==> src/rtl/id_decode_queue_if.sv <==
// Handshake and decoded-field bundle between fetch, the decode queue and execute.
// The slave modport is the decode queue; the master modport drives it and consumes the fields.
interface id_decode_queue_if #(
  parameter int INSTR_W = 16,
  parameter int OPC_W   = 4,
  parameter int MEMOP_W = 4,
  parameter int DEPTH   = 2
);
  localparam int OPND_W = INSTR_W - OPC_W - MEMOP_W;
  localparam int CNT_W  = $clog2(DEPTH + 1);

  logic                in_valid;
  logic                in_ready;
  logic [INSTR_W-1:0]  instr;
  logic                out_valid;
  logic                out_ready;
  logic [OPC_W-1:0]    op_code;
  logic [MEMOP_W-1:0]  mem_op;
  logic [OPND_W-1:0]   operand;
  logic [OPND_W/2-1:0] left_operand;
  logic [OPND_W/2-1:0] right_operand;
  logic                is_nop;
  logic [CNT_W-1:0]    count;

  modport slave (
    input  in_valid, instr, out_ready,
    output in_ready, out_valid, op_code, mem_op, operand,
           left_operand, right_operand, is_nop, count
  );

  modport master (
    output in_valid, instr, out_ready,
    input  in_ready, out_valid, op_code, mem_op, operand,
           left_operand, right_operand, is_nop, count
  );
endinterface

==> src/rtl/id_decode_queue.sv <==
// Buffered decode stage: DEPTH-entry FIFO of instruction words, head split into fields.
// Chip-enable freezes everything; flush empties the queue; all-zero words optionally dropped.
module id_decode_queue #(
  parameter int INSTR_W  = 16,
  parameter int OPC_W    = 4,
  parameter int MEMOP_W  = 4,
  parameter int DEPTH    = 2,
  parameter int DROP_NOP = 0
) (
  input  logic               clk_i,
  input  logic               rst_i,
  input  logic               id_ce_i,
  input  logic               flush_i,
  id_decode_queue_if.slave   bus
);
  localparam int OPND_W = INSTR_W - OPC_W - MEMOP_W;
  localparam int PTR_W  = (DEPTH > 1) ? $clog2(DEPTH) : 1;
  localparam int CNT_W  = $clog2(DEPTH + 1);
  localparam bit DROP   = (DROP_NOP != 0);

  logic [INSTR_W-1:0] mem_q [DEPTH];
  logic [PTR_W-1:0]   wr_ptr_q, rd_ptr_q;
  logic [CNT_W-1:0]   count_q, count_d;
  logic [INSTR_W-1:0] head;
  logic               push, pop, out_valid;

  // Full blocks acceptance even when a pop happens in the same cycle.
  assign bus.in_ready = id_ce_i & ~flush_i & (count_q < CNT_W'(DEPTH));
  assign push         = bus.in_valid & bus.in_ready & ~(DROP & (bus.instr == '0));
  assign out_valid    = (count_q != '0);
  assign pop          = out_valid & bus.out_ready & id_ce_i;

  always_comb begin
    count_d = count_q;
    case ({push, pop})
      2'b10:   count_d = count_q + CNT_W'(1);
      2'b01:   count_d = count_q - CNT_W'(1);
      default: count_d = count_q;
    endcase
  end

  always_ff @(posedge clk_i) begin
    if (rst_i) begin
      wr_ptr_q <= '0;
      rd_ptr_q <= '0;
      count_q  <= '0;
      for (int i = 0; i < DEPTH; i++) mem_q[i] <= '0;
    end else if (id_ce_i && flush_i) begin
      wr_ptr_q <= '0;
      rd_ptr_q <= '0;
      count_q  <= '0;
    end else begin
      // Power-of-two depth lets the pointers wrap naturally.
      if (push) begin
        mem_q[wr_ptr_q] <= bus.instr;
        wr_ptr_q        <= wr_ptr_q + PTR_W'(1);
      end
      if (pop) rd_ptr_q <= rd_ptr_q + PTR_W'(1);
      count_q <= count_d;
    end
  end

  assign head              = mem_q[rd_ptr_q];
  assign bus.out_valid     = out_valid;
  assign bus.count         = count_q;
  assign bus.op_code       = out_valid ? head[INSTR_W-1 -: OPC_W] : '0;
  assign bus.mem_op        = out_valid ? head[INSTR_W-OPC_W-1 -: MEMOP_W] : '0;
  assign bus.operand       = out_valid ? head[OPND_W-1:0] : '0;
  assign bus.left_operand  = out_valid ? head[OPND_W-1 -: OPND_W/2] : '0;
  assign bus.right_operand = out_valid ? head[OPND_W/2-1:0] : '0;
  assign bus.is_nop        = out_valid & (head == '0);
endmodule

==> src/flat_wrapper.sv <==
// flat-port wrapper written by rule: the top's interface ports become plain ports
module id_decode_queue_flat 
#(
  parameter int INSTR_W  = 16,
  parameter int OPC_W    = 4,
  parameter int MEMOP_W  = 4,
  parameter int DEPTH    = 2,
  parameter int DROP_NOP = 0
)
  (clk_i, rst_i, id_ce_i, flush_i, bus_in_valid, bus_instr, bus_out_ready, bus_in_ready, bus_out_valid, bus_op_code, bus_mem_op, bus_operand, bus_left_operand, bus_right_operand, bus_is_nop, bus_count);
  id_decode_queue_if #(.INSTR_W(INSTR_W), .OPC_W(OPC_W), .MEMOP_W(MEMOP_W), .DEPTH(DEPTH)) bus_i ();
  input  logic clk_i;
  input  logic rst_i;
  input  logic id_ce_i;
  input  logic flush_i;
  input wire logic [$bits(bus_i.in_valid)-1:0] bus_in_valid;
  input wire logic [$bits(bus_i.instr)-1:0] bus_instr;
  input wire logic [$bits(bus_i.out_ready)-1:0] bus_out_ready;
  output wire logic [$bits(bus_i.in_ready)-1:0] bus_in_ready;
  output wire logic [$bits(bus_i.out_valid)-1:0] bus_out_valid;
  output wire logic [$bits(bus_i.op_code)-1:0] bus_op_code;
  output wire logic [$bits(bus_i.mem_op)-1:0] bus_mem_op;
  output wire logic [$bits(bus_i.operand)-1:0] bus_operand;
  output wire logic [$bits(bus_i.left_operand)-1:0] bus_left_operand;
  output wire logic [$bits(bus_i.right_operand)-1:0] bus_right_operand;
  output wire logic [$bits(bus_i.is_nop)-1:0] bus_is_nop;
  output wire logic [$bits(bus_i.count)-1:0] bus_count;
  assign bus_i.in_valid = bus_in_valid;
  assign bus_i.instr = bus_instr;
  assign bus_i.out_ready = bus_out_ready;
  assign bus_in_ready = bus_i.in_ready;
  assign bus_out_valid = bus_i.out_valid;
  assign bus_op_code = bus_i.op_code;
  assign bus_mem_op = bus_i.mem_op;
  assign bus_operand = bus_i.operand;
  assign bus_left_operand = bus_i.left_operand;
  assign bus_right_operand = bus_i.right_operand;
  assign bus_is_nop = bus_i.is_nop;
  assign bus_count = bus_i.count;
  id_decode_queue #(.INSTR_W(INSTR_W), .OPC_W(OPC_W), .MEMOP_W(MEMOP_W), .DEPTH(DEPTH), .DROP_NOP(DROP_NOP)) u_core (.clk_i(clk_i), .rst_i(rst_i), .id_ce_i(id_ce_i), .flush_i(flush_i), .bus(bus_i));
endmodule
==> config.mk <==
export PLATFORM = sky130hd
export DESIGN_NAME = id_decode_queue_flat
export DESIGN_NICKNAME = d
export VERILOG_FILES = /design/src/rtl/id_decode_queue_if.sv /design/src/rtl/id_decode_queue.sv /design/src/flat_wrapper.sv
export SDC_FILE = /design/constraint.sdc
export NUM_CORES = 1
export LEC_CHECK = 0
export CAP_MARGIN = 15
export CORE_MARGIN = 3
export CORE_UTILIZATION = 48
export DETAILED_ROUTE_END_ITERATION = 12
export PLACE_DENSITY_LB_ADDON = 0.3
export SYNTH_ARGS = -nofsm -noshare
export SYNTH_HDL_FRONTEND = slang
export SYNTH_SLANG_ARGS = --single-unit
==> constraint.sdc <==
create_clock -name clk_i -period 2.8 [get_ports clk_i]
set_input_delay 0.7 -clock clk_i [delete_from_list [all_inputs] [get_ports clk_i]]
set_output_delay 0.7 -clock clk_i [all_outputs]
set_load 0.1 [all_outputs]
# Yosys cells after proc, flatten, opt, wreduce, memory -nomap -nowiden
# Memory sizes are Yosys's and may differ from the RTL's. A register that Yosys moved wholly into a read port is not among the register bits.
# Cells that the tools add are included.
# word_totals
ff_bits	4
ramBits	32
input_bits	22
word_cells	41
memories	1
# memory_table
memory	words	word_bits	rd	rd_ports_with_merged_regs	wr	line	source
u_core.mem_q	2	16	1	1	2	id_decode_queue.sv:21	logic [INSTR_W-1:0] mem_q [DEPTH];
# classes
add_sub_neg	4
n_lt_le_gt_ge	1
eq_ne	2
muxes	17
bitwise_logic	7
reduce_logical	6
# ops
op	n
16-bit logical NOT	1
16-bit 2-to-1 mux	1
4-bit 2-to-1 mux	4
16-bit OR reduction	1
1-bit 2-to-1 mux	10
8-bit 2-to-1 mux	1
1-bit bitwise AND	6
2-bit case mux with 2 select lines	1
2-bit nonzero test	2
1-bit adder (second input constant)	2
2-bit by 1-bit adder with 2-bit output (second input constant)	1
2-bit by 1-bit equality test with 1-bit output (second input constant)	1
2-bit equality test (second input constant)	1
2-bit < comparator (second input constant)	1
2-bit OR reduction	1
2-bit by 1-bit subtractor with 2-bit output (second input constant)	1
1-bit logical AND	1
1-bit inverter	1

# Longest topological paths before layout
# logic_depth
depth_word	10
mapped_depth	8

# Least setup slack after synthesis
# Ideal clock, no wire load.
# synth_path
path_kind	register to output
start	register u_core.count_q[0], in the netlist u_core.bus.count[0]
end	output bus_right_operand[0]
arrival_ns	3.318
required_time_ns	2.100
setup_slack_ns	-1.218
path_stages_with_launch	6
n_path_buf	3
path_cell_list	dfxtp_1 nor2_1 buf_2 buf_2 nor2_1 buf_4
# synth_via
elab_chain_cells	2
# synth_lines
element	line	source
from (decl)	id_decode_queue.sv:23	logic [CNT_W-1:0] count_q, count_d;
from (signal assigned)	id_decode_queue.sv:59	count_q <= count_d;
2-bit nonzero test	id_decode_queue.sv:30	assign out_valid = (count_q != '0);
4-bit 2-to-1 mux	id_decode_queue.sv:70	assign bus.right_operand = out_valid ? head[OPND_W/2-1:0] : '0;
to (decl)	flat_wrapper.sv:25	output wire logic [$bits(bus_i.right_operand)-1:0] bus_right_operand;
# Every way passes these cells.

==> impl_results.md <==
* Area grow syn2layout at 45.60%
* CP Max Fanout at 9
* Pwr Total at 0.001255 W
* Post-Route WL at 3852 µm
* TritonCTS clock tree: yes
* Largest area contributor in the netlist: edfxtp_1
* Via count at 1303
* ANT cells at 0
* LEAKAGE at 0.9900 nW
* Place WS at 0.4075 ns
* Worst path top cell family by delay: flip-flops
* Post-synth top area share at 50.39%
* Routed vias/inst at 5.150
* Buf+Inv Stages, Crit Path at 1
* Syn_area_per_cell at 12.15 µm²
* Post-Syn Nets at 180
* Most common cell after layout, fill and taps aside: edfxtp_1
* DR DRC count at 0
* Critical Path AT at 1.92 ns
* TritonRoute pass-1 iters at 4
* # fillers at 257
* Pwr dens at 451.9 nW/µm²
* Worst path required time at 2.10 ns
* I/O Buffers at 50
* Fin util at 74.16%
* Core Area at 3744 µm²
* Die Width at 69.03 µm
* Largest net degree at the start of global routing at 22
* Nature of the critical path endpoint: output port
* Antenna viol nets, final at 0
* Die Y at 69.03 µm
* Slowest cell on crit path: dfxtp_1
* Starting Density at 50.94%
* Hold crit path type: flop to flop
* Final Max Tran Viols at 0
* Status: finished clean
* Setup Buffers After CTS at 0
* Die footprint at 4765 µm²
* Inst Count DP at 245
* 1st-iter DRT viols at 30
* Final worst setup slack at 0.1794 ns
* CTS Hold Bufs at 0
* Fin cells at 253
* Max Freq at 381.6 MHz
* Clock latency at the later pin of the worst-skew pair at 0.28 ns
* Sequential area share after synthesis at 55.64%
* CP cell instances: nand2b_1, or4_1, a221oi_2, buf_12
* Hold Vio Cnt, Final at 0
* Critical path type: flop to output port
* Mapped Area at 1907 µm²
* RSZ-0062 raised after global routing: false
* Deepest clock path buffer count at 2
* # setup viols final at 0
* Placer Congestion at 0.7754
* Peak VDD IR at 339.8 µV
* Fin crit share at 93.59%
* H-tree depth at 2
* Most frequent cells in the layout: 32 x edfxtp_1, 27 x buf_12, 21 x clkdlybuf4s50_1
* Worst-Margin Slew at 0.5143 ns
* Startpoint types: flop
* Yosys Warn Count at 0
* Global Route Usage Sum at 17.31%
* Clk Tree Root Cell: clkbuf_8
* Vias in the first global route at 1428
* Worst-path clk slew at 0.07 ns
* Setup_tns at 0 ns
* IO Pins at 51
* Post-cts resize count at 0
* Max-slew headroom at 65.60%
* First-pass GRT wire length at 6637 µm
* Final nets at 227
* Post-synth cell types at 30
* Skew final at 0.004609 ns
* Layout cell share with drive strength beyond 1 at 34.15%
* Initial antenna violation count at 0
* FP Rows at 22
* Top post-synthesis cells by area: edfxtp_1 50%, mux2i_1 8.4%, and2_1 6.6%
* Yosys reg bits at 37
* Cells after Synth at 157
* Fin crit period at 2.621 ns
* Wire length per cell at 15.23 µm
* CTS sink cnt at 37
* Slowest stage delay, CP at 0.58 ns
* Max cap viols at 0
* CTS Buf Count at 5
* DP HPWL at 3101 µm
* Total global routing overflow at 0
cells by family after synthesis:
kind of cell | count (synthesis) | synth area share (%)
and+or+nand+nor | 74 | 23.82
DFF | 37 | 55.64
buffers and inverters | 17 | 6.824
muxes | 16 | 8.399
AOI/OAI and AO/OA | 9 | 3.280
xor gates and xnor gates | 3 | 1.378
adders and majority gates | 1 | 0.6561
cells in the mapped netlist (all sizes together):
cell / instances
buf: 15
nor3: 5
nor3b: 1
nand4bb: 1
xnor2: 2
nand2: 2
edfxtp: 32
inv: 2
or4: 1
nand2b: 1
nand4: 2
xor2: 1
ha: 1
a21o: 1
nor4: 3
o21ai: 2
mux2i: 16
a21oi: 3
and2: 32
nor4b: 1
or3: 2
nor2: 23
o21bai: 2
a221oi: 1
dfxtp: 5
power by group:
part           internal, W  switching (W)
clock             0.000195       0.000174
sequential        0.000623      0.0000161
combinational    0.0000951       0.000152
total             0.000913       0.000342
sequential cells by signal (all words and copies together) (netlist names), named ones only:
| name | flops |
|---|---|
| u_core.rd_ptr_q | 1 |
| u_core.wr_ptr_q | 1 |
| u_core.bus.count | 2 |
| u_core.mem_q | 32 |
per-stage QoR:
step           hold slack, ns  area (µm²)
6_report               0.5363        2776
5_1_grt                0.5426        2776
4_1_cts                0.5273        2776
3_5_place_dp           0.5144        2685
3_3_place_gp           0.4912        2685
2_1_floorplan          0.4799        1942
area by class of cell:
type	instances	area [µm²]	share of cell area, %
Sequential cell	37	1066	38.40
Multi-Input combinational cell	103	748.2	26.95
Tap cell	48	60.06	2.163
Clock buffer	6	82.58	2.974
Timing Repair Buffer	55	803.3	28.93
Clock inverter	2	8.758	0.3155
Inverter	2	7.507	0.2704
routing by layer:
metal / routed length (µm) / vias to the layer above / GRT usage [%]
met2: 2244 / 39 / 33.37
met5: 0 / - / 0
li1: - / 642 / -
met3: 216 / 8 / 4.373
met1: 1311 / 614 / 17.54
met4: 78 / 0 / 6.508
tightest hold or removal path: stages (launching register included):
cell and delay, ns:
dfxtp_2 0.35, o21ai_0 0.07, a21oi_1 0.07
final timing paths:
check | cells past startpoint | from | slack [ns] | to
max | 4 | flop | 0.18 | bus_is_nop
min reg2reg | 2 | u_core.bus.count[1] | 0.54 | u_core.bus.count[1]
min | 2 | u_core.bus.count[1] | 0.54 | u_core.bus.count[1]
max reg2reg | 6 | u_core.bus.count[0] | 1.02 | u_core.bus.count[1]
Power figures use the tool's default switching activity.
